===== src/rtl/frame_buf_pkg.sv =====
// Shared types and constants for the ping-pong frame-buffer controller.
package frame_buf_pkg;

  localparam int FRAME_PIXELS_DEF = 256;
  localparam int RD_LAT_DEF       = 1;
  localparam int FCNT_W_DEF       = 16;

  typedef logic bank_t;

  function automatic int cnt_w(input int pixels);
    return $clog2(pixels);
  endfunction

  function automatic int addr_w(input int pixels);
    return $clog2(pixels) + 1;
  endfunction

endpackage


===== src/rtl/frame_buf_rdpipe.sv =====
// Read-data tracking pipe: valid and last tags delayed by the BRAM latency.
module frame_buf_rdpipe
  import frame_buf_pkg::*;
#(
  parameter int RD_LAT = RD_LAT_DEF
) (
  input  logic clk,
  input  logic reset_n,
  input  logic clear,
  input  logic in_valid,
  input  logic in_last,
  output logic out_valid,
  output logic out_last
);

  logic [RD_LAT-1:0] v_q;
  logic [RD_LAT-1:0] l_q;

  always_ff @(posedge clk or negedge reset_n) begin
    if (!reset_n) begin
      v_q <= '0;
      l_q <= '0;
    end else if (clear) begin
      v_q <= '0;
      l_q <= '0;
    end else begin
      v_q[0] <= in_valid;
      l_q[0] <= in_valid & in_last;
      for (int i = 1; i < RD_LAT; i++) begin
        v_q[i] <= v_q[i-1];
        l_q[i] <= l_q[i-1];
      end
    end
  end

  assign out_valid = v_q[RD_LAT-1];
  assign out_last  = l_q[RD_LAT-1];

endmodule


===== src/rtl/frame_buf_ctrl.sv =====
// Ping-pong frame-buffer controller: concurrent fill and drain of two
// BRAM banks with full tracking, completion pulses and overrun counting.
module frame_buf_ctrl
  import frame_buf_pkg::*;
#(
  parameter int FRAME_PIXELS = FRAME_PIXELS_DEF,
  parameter int RD_LAT       = RD_LAT_DEF,
  parameter int FCNT_W       = FCNT_W_DEF
) (
  input  logic                          clk,
  input  logic                          reset_n,
  input  logic                          start,
  input  logic                          soft_clear,
  input  logic                          wr_valid,
  output logic                          wr_ready,
  output logic                          ena,
  output logic [cnt_w(FRAME_PIXELS):0]  addra,
  input  logic                          rd_ready,
  output logic                          enb,
  output logic [cnt_w(FRAME_PIXELS):0]  addrb,
  output logic                          rd_valid,
  output logic                          rd_last,
  output logic                          complete,
  output logic [FCNT_W-1:0]             frames_done,
  output logic [FCNT_W-1:0]             drop_cnt,
  output logic                          overrun
);

  localparam int CNT_W = cnt_w(FRAME_PIXELS);
  localparam logic [CNT_W-1:0] LAST_IDX =
    CNT_W'(FRAME_PIXELS - 1);

  bank_t            wr_bank;
  bank_t            rd_bank;
  logic [1:0]       full;
  logic [1:0]       full_nxt;
  logic [CNT_W-1:0] wr_cnt;
  logic [CNT_W-1:0] rd_cnt;
  logic             rd_issued;

  logic wr_last;
  logic rd_armed;
  logic rd_tag;
  logic pipe_valid;
  logic pipe_last;
  logic release_bank;
  logic drop;

  // A bank only opens for a new frame while start is high;
  // a frame already under way runs to completion regardless.
  assign wr_ready = !soft_clear
                  && !full[wr_bank]
                  && (wr_cnt != '0 || start);
  assign ena      = wr_valid & wr_ready;
  assign wr_last  = ena && (wr_cnt == LAST_IDX);
  assign drop     = wr_valid & !wr_ready;

  assign rd_armed = !soft_clear
                  && full[rd_bank]
                  && !rd_issued
                  && (rd_cnt != '0 || start);
  assign enb      = rd_armed & rd_ready;
  assign rd_tag   = (rd_cnt == LAST_IDX);

  assign addra = {wr_bank, wr_cnt};
  assign addrb = {rd_bank, rd_cnt};

  frame_buf_rdpipe #(
    .RD_LAT (RD_LAT)
  ) u_rdpipe (
    .clk       (clk),
    .reset_n   (reset_n),
    .clear     (soft_clear),
    .in_valid  (enb),
    .in_last   (rd_tag),
    .out_valid (pipe_valid),
    .out_last  (pipe_last)
  );

  // The bank is handed back only once its last pixel leaves the BRAM.
  assign release_bank = pipe_valid & pipe_last;
  assign rd_valid     = pipe_valid;
  assign rd_last      = pipe_last;
  assign complete     = release_bank;

  // Fill and release always target different banks, so both apply.
  always_comb begin
    full_nxt = full;
    if (wr_last)
      full_nxt[wr_bank] = 1'b1;
    if (release_bank)
      full_nxt[rd_bank] = 1'b0;
  end

  always_ff @(posedge clk or negedge reset_n) begin
    if (!reset_n) begin
      wr_bank     <= 1'b0;
      rd_bank     <= 1'b0;
      full        <= '0;
      wr_cnt      <= '0;
      rd_cnt      <= '0;
      rd_issued   <= 1'b0;
      frames_done <= '0;
      drop_cnt    <= '0;
      overrun     <= 1'b0;
    end else if (soft_clear) begin
      wr_bank     <= 1'b0;
      rd_bank     <= 1'b0;
      full        <= '0;
      wr_cnt      <= '0;
      rd_cnt      <= '0;
      rd_issued   <= 1'b0;
      frames_done <= '0;
      drop_cnt    <= '0;
      overrun     <= 1'b0;
    end else begin
      full <= full_nxt;

      if (ena) begin
        wr_cnt <= wr_cnt + CNT_W'(1);
        if (wr_last)
          wr_bank <= ~wr_bank;
      end

      if (enb) begin
        rd_cnt <= rd_cnt + CNT_W'(1);
        if (rd_tag)
          rd_issued <= 1'b1;
      end

      if (release_bank) begin
        rd_bank     <= ~rd_bank;
        rd_issued   <= 1'b0;
        frames_done <= frames_done + FCNT_W'(1);
      end

      if (drop) begin
        overrun <= 1'b1;
        if (drop_cnt != '1)
          drop_cnt <= drop_cnt + FCNT_W'(1);
      end
    end
  end

endmodule


===== config.mk =====
export PLATFORM = sky130hd
export DESIGN_NAME = frame_buf_ctrl
export DESIGN_NICKNAME = d
export VERILOG_FILES = /design/src/rtl/frame_buf_pkg.sv /design/src/rtl/frame_buf_rdpipe.sv /design/src/rtl/frame_buf_ctrl.sv
export SDC_FILE = /design/constraint.sdc
export NUM_CORES = 1
export LEC_CHECK = 0
export CAP_MARGIN = 20
export CELL_PAD_IN_SITES_DETAIL_PLACEMENT = 2
export CELL_PAD_IN_SITES_GLOBAL_PLACEMENT = 2
export CORE_MARGIN = 3
export CORE_UTILIZATION = 28
export DETAILED_ROUTE_END_ITERATION = 16
export MAX_ROUTING_LAYER = met4
export PLACE_DENSITY_LB_ADDON = 0.1
export SYNTH_ARGS = -nofsm -noshare
export SYNTH_HDL_FRONTEND = slang
export SYNTH_HIERARCHICAL = 1
export SYNTH_SLANG_ARGS = --single-unit

===== constraint.sdc =====
create_clock -name clk -period 2.1 [get_ports clk]
set_clock_uncertainty 0.1 [all_clocks]
set_input_delay 0.42 -clock clk [delete_from_list [all_inputs] [get_ports clk]]
set_output_delay 0.42 -clock clk [all_outputs]
set_load 0.005 [all_outputs]

==> results.ini <==
[yosys]
synth.avg_cell_area_um2 = 9.58
yosys.area.top_type = dfrtp_1
ys_async_sr_fraction = 1.00
synth_enable_flop_cells = 0
netlist_instances = 295
synth_area_um2 = 2830
synth.area.top_cells = dfrtp_1, nor2_1, xor2_1
post_synthesis_register_bit_count = 56
synth_cell_type_count = 42
synth.top_cell.area_share = 0.496
yosys_warnings = 6
synth-seq-area-share = 0.496
syn-num-nets = 307
top_reg_cell_synth = dfrtp_1

[drt]
first_drt_pass_iteration_count = 4
drt-vias-per-instance = 4.90
drt_wl_total_um = 9340
remaining_drc_errors = 0
route.vias.total = 2697
post_drt_wl_per_cell_um = 17.0
drt_first_iter_violations = 62
drt.antenna.violating_nets = 0

[power]
power_frac_seq = 0.509
p_clk_frac = 0.393
power_density_nw_per_um2 = 482
power_report.internal_total_mw = 1.65
comb_power_share = 0.098
netSwitchingFraction = 0.228
power_switching_mw = 0.487
peakVddDrop_v = 0.000256
total_leakage_power_nw = 1.89

[cells_and_area]
drive_gt1_frac = 0.302
multi_input_area_um2 = 1560
flow.area_growth_from_synthesis_pct = 57.1
filler_cell_count = 1050
sequential_cell_area_um2 = 1400
layout.nets = 429
antennaDiodeCount = 0

[placed_design]
pre_cts_ws_ps = -704
post-dp-hpwl_um = 6290
gpl.final_weighted_congestion = 0.748
numPortBuffers = 62

[global_route]
tot_gr_track_use = 0.177
vias_in_the_first_global_route = 3028
maximum_number_of_pins_on_one_net_before_global_route_repair = 57
grt_antenna_before_repair = 0
grt_first_pass_wirelength_um = 15600
global_route.overflow_total = 0

[critical_path]
cp_max_fo = 8
regToRegSetupSlack_ps = -200
critical_path_class = flop to flop
start_kind = flop
worstPathRequired_ps = 2200
worst-endpoint-arrival_ps = 2410
timing.critical_path.to_type = flop

[sta]
maxSlewViolCount = 0
timing.final.hold_violations = 7
setup_ws_ps = -202
timing.final.setup_violations = 18
setup-tns-final_ps = -1920
rsz_0062_raised_after_global_routing = true
period_minus_ws_final_ps = 2300
slew_headroom = 0.566
fin_hold_ws_ps = -16.3
tightest_pin_transition_ps = 651
layout_worst_path_cycle_share = 1.10
maximum_clock_frequency_ghz = 0.434

[floorplan]
floorplan.core_area_um2 = 9770
die-area_um2 = 11300
io-pin-count = 63
die_h_um = 106
chipWidth_um = 106
initial_core_util = 0.289
floorplan.rows = 36

[clock_tree]
worst_skew_pair.late_latency_ps = 310
cts.sinks = 56
clk_path_buf_depth = 2
clkSlewWorstSetupHoldPaths_ps = 100
cts.hold.buffers_added = 0
clock_tree_from_tritoncts = built
h-tree-depth = 2
numCtsBuffers = 5
clock_tree.root_cell = clkbuf_8

[status]
violations_in_the_final_reports = hold timing, setup timing
status = finished with violations

[worst_hold_path]
hold_path_class = input pin to asynchronous set/reset pin

[job]
max_cap_viol = 0

[critical path, stage by stage, from the launching register on]
cell and delay (ps):
dfrtp_1 410, inv_2 90, ha_4 130, nor4b_4 270, a211o_4 210, inv_2 40
or3_4 410, nor4_2 170, mux2_2 370
[per-stage QoR]
step	area (um2)	hold WS [ps]	std cells	utilization	power [mW]
finish	4440	-16.3	550	0.454	2.14
global placement	3960	354	528	0.406	1.27
floorplan	2850	24.4	295	-	1.17
detailed placement	3960	356	528	0.406	1.28
CTS	4270	7.17	542	0.436	2.14
global route	4440	7.92	550	0.454	2.23
[sequential cells by signal, indices dropped and copies added (netlist names)]
register / flops
u_rdpipe/out_last: 1
wr_cnt: 8
wr_bank: 1
overrun: 1
rd_issued: 1
rd_cnt: 8
frames_done: 16
drop_cnt: 16
u_rdpipe/out_valid: 1
full: 2
rd_bank: 1
[kinds of logic (layout without fill, tap and decap cells)]
family                     Yosys count  in the layout  synth area share
and+or+nand+nor                    130            130             0.237
DFF                                 56             56             0.496
AOI/OAI and AO/OA                   42             42            0.0921
xor gates and xnor gates            30             30            0.0930
buffers and inverters               27            149            0.0403
adders and majority gates            6              6            0.0266
muxes                                4              4            0.0151
[routing by layer]
metal / routed length [um] / up-vias / GRT usage / part of all wire
met4: 91 / 0 / 0.0356 / 0.0097
met1: 4210 / 1382 / 0.224 / 0.45
met2: 4830 / 42 / 0.304 / 0.52
met5: 0 / - / - / 0
li1: - / 1265 / - / -
met3: 212 / 8 / 0.0231 / 0.023
[cells in the final DEF (no fill, tap or decap), drive strengths merged, types with 3 or more instances in the layout]
| master | instances |
|---|---|
| or3 | 14 |
| and3 | 6 |
| nor2 | 43 |
| xnor2 | 12 |
| xor2 | 18 |
| nor4 | 6 |
| a21oi | 17 |
| or4 | 3 |
| buf | 71 |
| nor2b | 3 |
| o21ai | 10 |
| nand3 | 8 |
| ha | 6 |
| nand4 | 14 |
| inv | 13 |
| dfrtp | 56 |
| nand2 | 19 |
| clkdlybuf4s50 | 54 |
| nor3 | 7 |
| clkbuf | 5 |
[path summary, 6_finish.rpt]
check | startpoint | end | depth (start not counted)
worst max-delay path | wr_cnt[1] | drop_cnt[12] | 8
worst min-delay path | reset_n | drop_cnt[7] | 2
worst max register to register | wr_cnt[1] | drop_cnt[12] | 8
worst min register to register | frames_done[15] | frames_done[15] | 2
max in group asynchronous | reset_n | wr_cnt[0] | 2
min in group clk | soft_clear | full[1] | 3
[cell type report]
| cell class | count | area share |
|---|---|---|
| flip-flops and latches | 56 | 0.316 |
| multi-input cells | 212 | 0.352 |
| well taps | 133 | 0.0375 |
| inverters | 14 | 0.0118 |
| clock buffers | 5 | 0.0155 |
| clock inverters | 2 | 0.0135 |
| repair buffers | 128 | 0.254 |
[synth_stat cells, types with 2 or more instances]
cell,instances
dfrtp_1,56
nor2_1,43
nand2_1,19
xor2_1,18
a21oi_1,17
nand4_1,14
or3_1,14
inv_1,12
xnor2_1,12
o21ai_0,10
nand3_1,8
clkbuf_1,7
nor3_1,7
and3_1,6
ha_1,6
nor4_1,5
buf_2,4
nor2b_1,3
or4_1,3
a211oi_1,2
and4_1,2
buf_4,2
mux2_2,2
mux2i_1,2
o21a_1,2
o31a_1,2
o31ai_1,2
[power groups by stage]
| stage | Clock (mW) | Combinational (mW) | Sequential (mW) |
|---|---|---|---|
| after floorplan | 0 | 0.0537 | 1.12 |
| after global placement | 0 | 0.161 | 1.11 |
| after detailed placement | 0 | 0.165 | 1.11 |
| after CTS | 0.866 | 0.187 | 1.09 |
| after global routing | 0.909 | 0.231 | 1.09 |
| final | 0.842 | 0.209 | 1.09 |
[repair_timing]
item / in CTS / in global routing
pin swaps: 22 / 14
setup buffers: 6 / 9
setup endpoints to repair: 26 / 22
endpoints found under the hold margin: 0 / 0
gates cloned: 1 / 0
gates resized for setup: 45 / 30
Note: power is estimated with default switching activity, not from simulation.
